[config.mk]
export PLATFORM = sky130hd
export DESIGN_NAME = uart_tx_param
export DESIGN_NICKNAME = d
export VERILOG_FILES = /design/src/rtl/uart_pkg.sv /design/src/rtl/uart_sync_fifo.sv /design/src/rtl/uart_tx_param.sv
export SDC_FILE = /design/constraint.sdc
export NUM_CORES = 1
export LEC_CHECK = 0
export ABC_AREA = 0
export CORE_UTILIZATION = 50
export CTS_BUF_LIST = sky130_fd_sc_hd__clkbuf_4 sky130_fd_sc_hd__clkbuf_8 sky130_fd_sc_hd__clkbuf_16
export CTS_CLUSTER_DIAMETER = 50
export DETAILED_ROUTE_END_ITERATION = 10
export PLACE_DENSITY = 0.81
export SLEW_MARGIN = 0
export SYNTH_ARGS = -nofsm -noshare
export SYNTH_HDL_FRONTEND = slang
export SYNTH_SLANG_ARGS = --single-unit
[constraint.sdc]
create_clock -name clk -period 3.1 [get_ports clk]
set_clock_uncertainty 0.2 [all_clocks]
set_input_delay 0.465 -clock clk [delete_from_list [all_inputs] [get_ports clk]]
set_output_delay 0.465 -clock clk [all_outputs]
set_load 0.01 [all_outputs]
[src/rtl/uart_pkg.sv]
// Shared UART definitions: transmitter state encoding, parity modes and a counter width helper.
package uart_pkg;

  typedef enum logic [2:0] {
    ST_IDLE   = 3'd0,
    ST_START  = 3'd1,
    ST_DATA   = 3'd2,
    ST_PARITY = 3'd3,
    ST_STOP   = 3'd4
  } tx_state_t;

  localparam logic [1:0] PAR_NONE = 2'b00;
  localparam logic [1:0] PAR_EVEN = 2'b01;
  localparam logic [1:0] PAR_ODD  = 2'b10;

  // Counter width for values 0..n-1, never narrower than one bit.
  function automatic int cnt_width(input int n);
    return (n <= 2) ? 1 : $clog2(n);
  endfunction

endpackage

[src/rtl/uart_sync_fifo.sv]
// Synchronous FIFO, first-word fall-through; pop_dat is valid whenever empty is low.
// full/empty are registered; a push while full is dropped even if a pop happens on the same edge.
module uart_sync_fifo
  import uart_pkg::*;
#(
  parameter int WIDTH = 8,
  parameter int DEPTH = 4
) (
  input  logic                         clk,
  input  logic                         n_rst,
  input  logic                         push,
  input  logic [WIDTH-1:0]             push_dat,
  input  logic                         pop,
  output logic [WIDTH-1:0]             pop_dat,
  output logic                         full,
  output logic                         empty,
  output logic [$clog2(DEPTH+1)-1:0]   level
);

  localparam int PTR_W = cnt_width(DEPTH);
  localparam int LVL_W = $clog2(DEPTH+1);

  logic [WIDTH-1:0] mem [DEPTH];
  logic [PTR_W-1:0] wr_ptr;
  logic [PTR_W-1:0] rd_ptr;
  logic [LVL_W-1:0] level_d;
  logic             do_push;
  logic             do_pop;

  assign do_push = push && !full;
  assign do_pop  = pop && !empty;
  assign pop_dat = mem[rd_ptr];

  always_comb begin
    level_d = level;
    if (do_push && !do_pop) begin
      level_d = level + LVL_W'(1);
    end else if (!do_push && do_pop) begin
      level_d = level - LVL_W'(1);
    end
  end

  always_ff @(posedge clk) begin
    if (!n_rst) begin
      wr_ptr <= '0;
      rd_ptr <= '0;
      level  <= '0;
      full   <= 1'b0;
      empty  <= 1'b1;
    end else begin
      if (do_push) wr_ptr <= wr_ptr + PTR_W'(1);
      if (do_pop)  rd_ptr <= rd_ptr + PTR_W'(1);
      level <= level_d;
      full  <= (level_d == LVL_W'(DEPTH));
      empty <= (level_d == '0);
    end
  end

  // Storage needs no reset: entries are only read after being written.
  always_ff @(posedge clk) begin
    if (do_push) mem[wr_ptr] <= push_dat;
  end

endmodule

[src/rtl/uart_tx_param.sv]
// Parametrised UART transmitter; first start bit one cycle after accept, frames back-to-back.
// tx_ready drops while the queue is full; UART_TX_FIFO_EN selects a FIFO queue, else one holding register.
module uart_tx_param
  import uart_pkg::*;
#(
  parameter int DATA_BITS    = 8,
  parameter int CLKS_PER_BIT = 5208,
  parameter int FIFO_DEPTH   = 4
) (
  input  logic                               clk,
  input  logic                               n_rst,
  input  logic [DATA_BITS-1:0]               tx_data,
  input  logic                               tx_valid,
  output logic                               tx_ready,
  input  logic [1:0]                         parity_mode,
  input  logic                               two_stop,
  output logic                               tx,
  output logic                               tx_busy,
  output logic [2:0]                         tx_state,
  output logic [$clog2(FIFO_DEPTH+1)-1:0]    fifo_level
);

  localparam int BAUD_W = cnt_width(CLKS_PER_BIT);
  localparam int BIT_W  = cnt_width(DATA_BITS);
  localparam int LVL_W  = $clog2(FIFO_DEPTH+1);
  localparam logic [BAUD_W-1:0] BAUD_LAST = BAUD_W'(CLKS_PER_BIT - 1);
  localparam logic [BIT_W-1:0]  BIT_LAST  = BIT_W'(DATA_BITS - 1);

  logic                 push;
  logic                 pop;
  logic                 q_empty;
  logic [DATA_BITS-1:0] q_dat;

  assign push = tx_valid && tx_ready;

`ifdef UART_TX_FIFO_EN
  logic q_full;

  uart_sync_fifo #(
    .WIDTH (DATA_BITS),
    .DEPTH (FIFO_DEPTH)
  ) u_fifo (
    .clk      (clk),
    .n_rst    (n_rst),
    .push     (push),
    .push_dat (tx_data),
    .pop      (pop),
    .pop_dat  (q_dat),
    .full     (q_full),
    .empty    (q_empty),
    .level    (fifo_level)
  );

  assign tx_ready = !q_full;
`else
  logic                 hold_vld;
  logic [DATA_BITS-1:0] hold_dat;

  // Push and pop can never coincide: push needs the register empty, pop needs it full.
  always_ff @(posedge clk) begin
    if (!n_rst) begin
      hold_vld <= 1'b0;
      hold_dat <= '0;
    end else if (push) begin
      hold_vld <= 1'b1;
      hold_dat <= tx_data;
    end else if (pop) begin
      hold_vld <= 1'b0;
    end
  end

  assign q_empty    = !hold_vld;
  assign q_dat      = hold_dat;
  assign tx_ready   = !hold_vld;
  assign fifo_level = LVL_W'(hold_vld);
`endif

  tx_state_t            state, state_d;
  logic [BAUD_W-1:0]    baud_cnt, baud_cnt_d;
  logic [BIT_W-1:0]     bit_cnt, bit_cnt_d;
  logic [DATA_BITS-1:0] shreg, shreg_d;
  logic                 par_en, par_en_d;
  logic                 par_bit, par_bit_d;
  logic                 stop2, stop2_d;
  logic                 tx_d;
  logic                 tick;
  logic                 load;

  assign tick     = (baud_cnt == BAUD_LAST);
  assign tx_busy  = (state != ST_IDLE);
  assign tx_state = state;

  always_comb begin
    state_d    = state;
    baud_cnt_d = tick ? '0 : baud_cnt + BAUD_W'(1);
    bit_cnt_d  = bit_cnt;
    shreg_d    = shreg;
    par_en_d   = par_en;
    par_bit_d  = par_bit;
    stop2_d    = stop2;
    load       = 1'b0;
    pop        = 1'b0;
    tx_d       = 1'b1;

    case (state)
      ST_IDLE: begin
        baud_cnt_d = '0;
        if (!q_empty) load = 1'b1;
      end
      ST_START: begin
        if (tick) state_d = ST_DATA;
      end
      ST_DATA: begin
        if (tick) begin
          if (bit_cnt == BIT_LAST) begin
            bit_cnt_d = '0;
            state_d   = par_en ? ST_PARITY : ST_STOP;
          end else begin
            bit_cnt_d = bit_cnt + BIT_W'(1);
            shreg_d   = shreg >> 1;
          end
        end
      end
      ST_PARITY: begin
        if (tick) state_d = ST_STOP;
      end
      ST_STOP: begin
        // bit_cnt doubles as the stop-bit counter; it is zero on entry.
        if (tick) begin
          if (stop2 && (bit_cnt == '0)) begin
            bit_cnt_d = BIT_W'(1);
          end else begin
            bit_cnt_d = '0;
            if (!q_empty) load = 1'b1;
            else          state_d = ST_IDLE;
          end
        end
      end
      default: state_d = ST_IDLE;
    endcase

    // Frame load: line settings are captured here and held until the next load.
    if (load) begin
      pop        = 1'b1;
      state_d    = ST_START;
      baud_cnt_d = '0;
      shreg_d    = q_dat;
      par_en_d   = (parity_mode == PAR_EVEN) || (parity_mode == PAR_ODD);
      par_bit_d  = (^q_dat) ^ (parity_mode == PAR_ODD);
      stop2_d    = two_stop;
    end

    case (state_d)
      ST_START:  tx_d = 1'b0;
      ST_DATA:   tx_d = shreg_d[0];
      ST_PARITY: tx_d = par_bit_d;
      default:   tx_d = 1'b1;
    endcase
  end

  always_ff @(posedge clk) begin
    if (!n_rst) begin
      state    <= ST_IDLE;
      baud_cnt <= '0;
      bit_cnt  <= '0;
      shreg    <= '0;
      par_en   <= 1'b0;
      par_bit  <= 1'b0;
      stop2    <= 1'b0;
      tx       <= 1'b1;
    end else begin
      state    <= state_d;
      baud_cnt <= baud_cnt_d;
      bit_cnt  <= bit_cnt_d;
      shreg    <= shreg_d;
      par_en   <= par_en_d;
      par_bit  <= par_bit_d;
      stop2    <= stop2_d;
      tx       <= tx_d;
    end
  end

endmodule

==> results of run 1 <==
## state kept, by name (all words and copies together) (netlist names)
name / cells
shreg: 8
par_en: 1
par_bit: 1
tx_state: 3
stop2: 1
baud_cnt: 13
tx: 1
bit_cnt: 3
hold_vld: 1
hold_dat: 8
## final timing paths
path	startpoint	slack, ns	depth (start not counted)	end
setup / recovery	bit_cnt[0]$_SDFFE_PN0P_	0.71	7	tx$_SDFF_PN1_
setup reg to reg	bit_cnt[0]$_SDFFE_PN0P_	0.71	7	tx$_SDFF_PN1_
hold reg to reg	par_bit$_SDFF_PN0_	0.26	2	par_bit$_SDFF_PN0_
hold / removal	par_bit$_SDFF_PN0_	0.26	2	par_bit$_SDFF_PN0_
## tightest hold or removal path: stages (launching register included)
cell,delay [ns]
dfxtp_1,0.32
nand2_1,0.05
a21boi_1,0.05
## power by group
part | internal, mW | total (mW) | switching (mW)
logic | 0.0773 | 0.139 | 0.0615
clock network | 0.247 | 0.420 | 0.172
registers | 0.538 | 0.558 | 0.0204
total | 0.863 | 1.12 | 0.254
## layer usage
metal	vias up	track usage
met5	-	0
met4	0	0.0870
met3	6	0.0521
met2	37	0.314
met1	686	0.250
li1	774	-
## layout by cell type, fill, tap and decap left out, types with 2 or more instances in the layout
master,n
dfxtp_1,40
nor2_1,25
nand2_1,21
clkdlybuf4s50_1,20
mux2i_1,15
xnor2_1,13
nor2b_1,12
nand3_1,8
o211a_1,8
inv_1,7
and3_1,6
ha_1,5
clkbuf_8,5
nor3_1,4
xor2_1,4
a21boi_1,4
and4bb_2,3
or3_1,2
and2_1,2
nand2b_1,2
a21oi_1,2
o21ai_0,2
conb_1,2
buf_4,2
## area by class of cell
| class | instances | area (um^2) | area share |
|---|---|---|---|
| clock buffers | 6 | 76.3 | 0.0329 |
| clock inverters | 2 | 35.0 | 0.0151 |
| inverters | 7 | 26.3 | 0.0113 |
| multi-input cells | 158 | 1110 | 0.477 |
| flip-flops and latches | 40 | 801 | 0.345 |
| well taps | 48 | 60.1 | 0.0259 |
| repair buffers | 22 | 215 | 0.0927 |
## stage by stage
step / hold WS (ns) / setup slack, ns / utilization / cells
2_1_floorplan: 0.227 / 0.890 / - / 216
3_3_place_gp: 0.245 / 0.799 / 0.590 / 275
3_5_place_dp: 0.253 / 0.737 / 0.590 / 275
4_1_cts: 0.263 / 0.727 / 0.620 / 283
5_1_grt: 0.281 / 0.569 / 0.620 / 283
6_report: 0.261 / 0.715 / 0.620 / 283
## cell families (layout without fill, tap and decap cells)
group | count (synthesis) | count (layout) | share of synthesized area
other cells | 1 | 2 | 0.00188
simple gates | 90 | 90 | 0.244
buf+inv | 18 | 37 | 0.0446
fa+ha+maj | 5 | 5 | 0.0314
flops | 40 | 40 | 0.402
xor+xnor | 18 | 18 | 0.0860
compound gates | 28 | 28 | 0.115
mux | 15 | 15 | 0.0753
==> reports/results.ini, run 1 <==
[outcome]
status=completed

[routing]
wl_met3_um=136
vias=1503
wl_met1_um=1760
wl_per_cell_um=12.7
viasPerCell=5.31
wl_met2_um=1640
drc=0
drtIter0Drc=68
postRouteWirelength_um=3600
dr.pass1.iters=4
top_layer_used=met4
ant_nets=0

[worst_setup_path]
critical_path_class=reg2reg
cp_max_fo=9
path_buf_inv=0
cp_cell_sequence=ha_1 > ha_1 > nor4b_4 > nand4_4 > mux2i_1 > a2111oi_1 > a2111o_1
slowest_stage=a2111o_1
crit_path_max_incr_delay_ns=0.39
cp.required_ns=3.08
cp_top_family=simple AND/OR/NAND/NOR gates
worstSetupStartpointType=register
arrival_ns=2.36
crit_top_cell=ha_1
end_kind=register

[floorplan]
die_y_um=65.1
io_pins=23
core.rowCount=22
core_area_um2=3740
initial_core_util=0.532
die-area_um2=4240
die_w_um=65.1

[cells_and_area]
layout.nets=253
fillers=341
fin_area_um2=2320
drive_gt1_frac=0.0681
syn2layout_area_growth_pct=16.4
num_antenna_cells=0

[pwr]
static-leakage-power_nw=1.03
finalPower_mw=1.12
ir_worst_vdd_mv=0.306
power_density_nw_per_um2=481

[logic_synthesis]
synth-async-reset-ratio=0
yosysMostFrequentCell=dfxtp_1
yosys-top-cells-area=dfxtp_1 40%, mux2i_1 7.5%, xnor2_1 5.7%
synth_commonest_cells=40 x dfxtp_1, 25 x nor2_1, 21 x nand2_1
netlist_area_um2=1990
ys_seq_area_frac=0.402
synth_flop_cell=dfxtp_1
synth-seq-cells=40
synth.distinct_cells=43
synth-edff-count=0
yosysWarningCount=0
syn_inst=215
synth_top_area_share=0.402
avgSynthCellArea_um2=9.27
synth_top_cell_by_area=dfxtp_1

[grt]
antenna_found_initial=0
grt_pass1_wl_um=6340
grt_usage=0.197
grt_max_degree=23
grt.overflow.total=0
grt_pass1_vias=1406

[timing]
rsz0062_at_grt=no
tightest_slew_ns=0.609
relSlewSlack=0.593
fin_crit_sh=0.769
setup_tns_ns=0
finalSetupViolations=0
final-hold-violation-count=0
max_freq_mhz=419
drv_slew=0
post-route-min-period_ns=2.39

[clocking]
cts_buffers=5
cts_buffer_depth=2
cts_setup_buffers=0
cts_resized=0
clk_latency_ns=0.29
cts_tree=done
clk_pin_slew_ns=0.07
ctsHoldBuffers=0
cts.htree.levels=2
cts_root_buffer=clkbuf_8
clock_sinks=40

[place]
dp_hpwl_um=2610
placed_area_um2=2210
portBuffers=20
gp_congestion=0.904

[job]
max-cap-violations=0

[min_path]
min_path_type=reg2reg

No activity file was read; power rests on OpenSTA's default activity.
==> inputs of run 2 (changes only) <==
--- a/config.mk
+++ b/config.mk
@@ -10,7 +10,7 @@
 export CTS_BUF_LIST = sky130_fd_sc_hd__clkbuf_4 sky130_fd_sc_hd__clkbuf_8 sky130_fd_sc_hd__clkbuf_16
 export CTS_CLUSTER_DIAMETER = 50
 export DETAILED_ROUTE_END_ITERATION = 10
-export PLACE_DENSITY = 0.81
+export PLACE_DENSITY = 0.84
 export SLEW_MARGIN = 0
 export SYNTH_ARGS = -nofsm -noshare
 export SYNTH_HDL_FRONTEND = slang
==> constraint.sdc (replaced) <==
create_clock -name clk -period 2.1 [get_ports clk]
set_clock_uncertainty 0.2 [all_clocks]
set_input_delay 0.315 -clock clk [delete_from_list [all_inputs] [get_ports clk]]
set_output_delay 0.315 -clock clk [all_outputs]
set_load 0.01 [all_outputs]
==> reports/results.ini, run 2 (synthesized netlist as in run 1, its figures left out) <==
[job]
max-cap-violations=0

[grt]
antenna_found_initial=0
grt.overflow.total=0
grt_max_degree=15
grt_usage=0.206
grt_pass1_wl_um=6630
grt_pass1_vias=1493

[cells_and_area]
mostFrequentLayoutCells=38 x dfxtp_1, 25 x nor2_1, 21 x nand2_1
fillers=295
syn2layout_area_growth_pct=26.6
largest_register_ffs=13
drive_gt1_frac=0.158
top_register=baud_cnt
finalNonFillerCells=301
top_regs=baud_cnt x13, hold_dat x8, shreg x8
layout_commonest_cell=dfxtp_1
num_antenna_cells=0
layout.nets=271

[floorplan]
io_pins=23
initial_core_util=0.532
die_y_um=65.1
core.rowCount=22
core_area_um2=3740
die_w_um=65.1
die-area_um2=4240

[worst_setup_path]
end_kind=register
critical_path_class=reg2reg
cp_max_fo=4
worstSetupStartpointType=register
arrival_ns=2.10
cp.required_ns=2.09

[pwr]
static-leakage-power_nw=1.12
ir_worst_vdd_mv=0.380
finalPower_mw=1.69
power_density_nw_per_um2=670

[routing]
ant_nets=0
postRouteWirelength_um=4050
drc=0
dr.pass1.iters=4
wl_per_cell_um=13.4
viasPerCell=5.28
vias=1590
drtIter0Drc=56

[timing]
final-hold-violation-count=0
holdWs_ns=0.257
drv_slew=0
finalSetupViolations=1
fin_crit_sh=1.00
relSlewSlack=0.664
rsz0062_at_grt=yes
tightest_slew_ns=0.502
max_freq_mhz=475
post-route-min-period_ns=2.11
finalWorstSetupSlack_ns=-0.00722

[place]
dp_hpwl_um=2950
portBuffers=20
place_inst=292
dp_slack_ns=-0.191
gp_congestion=0.872

[clocking]
clk_pin_slew_ns=0.08
cts_buffer_depth=2
ctsHoldBuffers=0
cts_tree=done
cts_buffers=5
cts.htree.levels=2
clk_latency_ns=0.30
cts_root_buffer=clkbuf_8
clock_sinks=40

[outcome]
status=complete, but fails checks
failed_checks=negative setup slack

[min_path]
min_path_type=reg2reg

-- run 2: timing repair --
item                       4_1_cts  5_1_grt
gates resized for setup          1        9
pin swaps                        0        4
setup endpoints to repair        2        9
buffers inserted                 0        1
-- run 2: critical path, cell delays in order, from the launching register on --
cell and delay [ns]:
dfxtp_2 0.34, ha_4 0.16, ha_4 0.17, nor4b_4 0.34, nand4_4 0.17, mux2i_4 0.24, a2111oi_4 0.10, a2111o_1 0.28
-- run 2: path summary, 6_finish.rpt --
check                     startpoint                 end  slack [ns]  depth (start not counted)
min               par_bit$_SDFF_PN0_  par_bit$_SDFF_PN0_        0.26                          2
max          bit_cnt[1]$_SDFFE_PN0P_       tx$_SDFF_PN1_      -0.007                          7
min reg2reg       par_bit$_SDFF_PN0_  par_bit$_SDFF_PN0_        0.26                          2
max reg2reg  bit_cnt[1]$_SDFFE_PN0P_       tx$_SDFF_PN1_      -0.007                          7
-- run 2: through the flow --
step / util / setup TNS, ns / instance area, um^2
after global placement: 0.629 / -0.0209 / 2350
after CTS: 0.658 / -0.00626 / 2460
after floorplan: - / 0 / 2010
after detailed placement: 0.629 / -0.191 / 2350
final: 0.674 / -0.00722 / 2520
after global routing: 0.674 / -0.103 / 2520
-- run 2: per-layer routing --
layer / vias to the layer above / track usage / routed length [um]
met5: - / 0 / 0
met1: 729 / 0.245 / 1830
met2: 47 / 0.359 / 1930
met3: 7 / 0.0417 / 206
li1: 807 / - / -
met4: 0 / 0.0815 / 75
-- run 2: power by group --
| part | switching, mW | internal [mW] | total, mW |
|---|---|---|---|
| combinational | 0.100 | 0.133 | 0.234 |
| clock | 0.267 | 0.366 | 0.632 |
| sequential | 0.0300 | 0.794 | 0.824 |
-- run 2: final cells by class --
class | instances | area, um^2 | area share
inverters | 7 | 26.3 | 0.0104
multi-input cells | 158 | 1170 | 0.462
well taps | 48 | 60.1 | 0.0238
clock buffers | 6 | 76.3 | 0.0302
clock inverters | 2 | 35.0 | 0.0139
repair buffers | 40 | 357 | 0.141
flip-flops and latches | 40 | 803 | 0.318
==> inputs of run 3 (changes only) <==
--- a/config.mk
+++ b/config.mk
@@ -6,11 +6,14 @@
 export NUM_CORES = 1
 export LEC_CHECK = 0
 export ABC_AREA = 0
-export CORE_UTILIZATION = 50
+export CAP_MARGIN = 10
+export CELL_PAD_IN_SITES_DETAIL_PLACEMENT = 1
+export CELL_PAD_IN_SITES_GLOBAL_PLACEMENT = 1
+export CORE_UTILIZATION = 38
 export CTS_BUF_LIST = sky130_fd_sc_hd__clkbuf_4 sky130_fd_sc_hd__clkbuf_8 sky130_fd_sc_hd__clkbuf_16
 export CTS_CLUSTER_DIAMETER = 50
 export DETAILED_ROUTE_END_ITERATION = 10
-export PLACE_DENSITY = 0.84
+export PLACE_DENSITY = 0.83
 export SLEW_MARGIN = 0
 export SYNTH_ARGS = -nofsm -noshare
 export SYNTH_HDL_FRONTEND = slang
==> reports/results.ini, run 3 (synthesized netlist as in run 1, its figures left out) <==
[worst_setup_path]
arrival_ns=2.13
cp_max_fo=4
cp.required_ns=2.15
critical_path_class=reg2reg
slowest_stage=dfxtp_2
path_buf_inv=0
worstSetupStartpointType=register
cp_top_family=simple AND/OR/NAND/NOR gates
crit_top_cell=ha_4
cp_cell_sequence=ha_4 > ha_4 > nor4b_4 > nand4_4 > mux2i_4 > a2111oi_4 > a2111o_1
r2r_slack_ns=0.02
end_kind=register
crit_path_max_incr_delay_ns=0.35

[floorplan]
die_y_um=74.4
io_pins=23
core_area_um2=4880
die_w_um=74.4
core.rowCount=25
die-area_um2=5540
initial_core_util=0.408

[timing]
post-route-min-period_ns=2.08
setup_tns_ns=0
final-hold-violation-count=0
rsz0062_at_grt=yes
max_freq_mhz=480
finalWorstSetupSlack_ns=0.0184
fin_crit_sh=0.991
finalSetupViolations=0
drv_slew=0

[clocking]
clk_latency_ns=0.29
cts.htree.levels=2
cts_buffer_depth=2
cts_tree=done
cts_root_buffer=clkbuf_8
clk_pin_slew_ns=0.08
ctsHoldBuffers=0
cts_setup_buffers=0
clock_sinks=40
cts_buffers=5

[grt]
grt_pass1_wl_um=7870
grt_pass1_vias=1742
grt_max_degree=24
grt_usage=0.190
grt.overflow.total=0
antenna_found_initial=0

[place]
gp_congestion=0.848
dp_slack_ns=-0.116
portBuffers=20
dp_hpwl_um=3390
place_inst=310
placed_area_um2=2370

[cells_and_area]
mostFrequentLayoutCells=37 x dfxtp_1, 25 x nor2_1, 21 x nand2_1
postLayoutCoreUtil=0.518
num_antenna_cells=0
layout_commonest_cell=dfxtp_1
finalNonFillerCells=318
layout.nets=269
top_regs=baud_cnt x13, hold_dat x8, shreg x8
multiInputGateArea_um2=1180
drive_gt1_frac=0.163
largest_register_ffs=13
area.sequential_um2=805
top_register=baud_cnt
fillers=577
fin_area_um2=2530
syn2layout_area_growth_pct=26.7

[routing]
viasPerCell=5.08
wl_per_cell_um=14.8
drc=0
drtIter0Drc=83
vias=1617
postRouteWirelength_um=4700
dr.pass1.iters=6
ant_nets=0

[pwr]
ir_worst_vdd_mv=0.453
combPwrFrac=0.144
seq_power_share=0.518
p_sw_uw=411
static-leakage-power_nw=1.11
p_int_mw=1.18
netSwitchingFraction=0.258
power_density_nw_per_um2=631
clockPowerShare=0.338

[outcome]
status=completed

[job]
max-cap-violations=0

[min_path]
min_path_type=reg2reg

run 3: cell count changes in the layout (fill, tap and decap cells not counted):
cell | previous run | this run
a21oi_4 | 0 | 1
buf_4 | 19 | 17
and3_2 | 0 | 1
and3_1 | 6 | 5
clkbuf_4 | 1 | 0
nor2b_2 | 0 | 1
a21oi_2 | 1 | 0
clkinv_2 | 1 | 2
dfxtp_1 | 38 | 37
bufinv_16 | 1 | 0
clkbuf_8 | 5 | 6
dfxtp_2 | 2 | 3
nor2b_1 | 12 | 11
run 3: power groups by stage:
stage / clock, mW / sequential (mW) / combinational [mW]
4_1_cts: 0.547 / 0.827 / 0.231
6_report: 0.539 / 0.826 / 0.229
3_3_place_gp: 0 / 0.840 / 0.214
3_5_place_dp: 0 / 0.842 / 0.222
5_1_grt: 0.581 / 0.831 / 0.252
2_1_floorplan: 0 / 0.831 / 0.152
run 3: worst register-to-register path, delay by kind of cell (launching register included):
family          cells  cell delay [ns]
compound gates      2             0.46
simple gates        2             0.47
mux                 1             0.24
fa+ha+maj           2             0.33
flops               1             0.35
run 3: per-stage QoR:
step / hold slack (ns) / power [mW]
final: 0.274 / 1.59
after global placement: 0.263 / 1.05
after CTS: 0.288 / 1.60
after floorplan: 0.227 / 0.983
after global routing: 0.311 / 1.66
after detailed placement: 0.270 / 1.06
run 3: what timing repair did:
item                                    CTS  global route
endpoints found under the setup margin    2            12
pin swaps                                 0             1
gates resized for setup                   7             7
run 3: worst paths after layout:
kind                            depth (start not counted)                    start                  to
worst max-delay path                                    7  bit_cnt[1]$_SDFFE_PN0P_       tx$_SDFF_PN1_
worst min-delay path                                    2       stop2$_SDFFE_PN0P_  stop2$_SDFFE_PN0P_
worst max register to register                          7  bit_cnt[1]$_SDFFE_PN0P_       tx$_SDFF_PN1_
worst min register to register                          2       stop2$_SDFFE_PN0P_  stop2$_SDFFE_PN0P_
run 3: layer usage:
metal  vias up  wire length, um  track usage
met5         -                0            0
met4         0               74       0.0671
met3         8              102       0.0420
met2        25             2500        0.362
met1       786             2020        0.204
li1        798                -            -
run 3: layout make-up:
cell class,count,share of cell area
clock inverter,2,0.00396
clock buffer,6,0.0327
tap,67,0.0332
inverter,7,0.0104
multi-input combinational,158,0.466
sequential,40,0.318
timing repair buffer,38,0.135
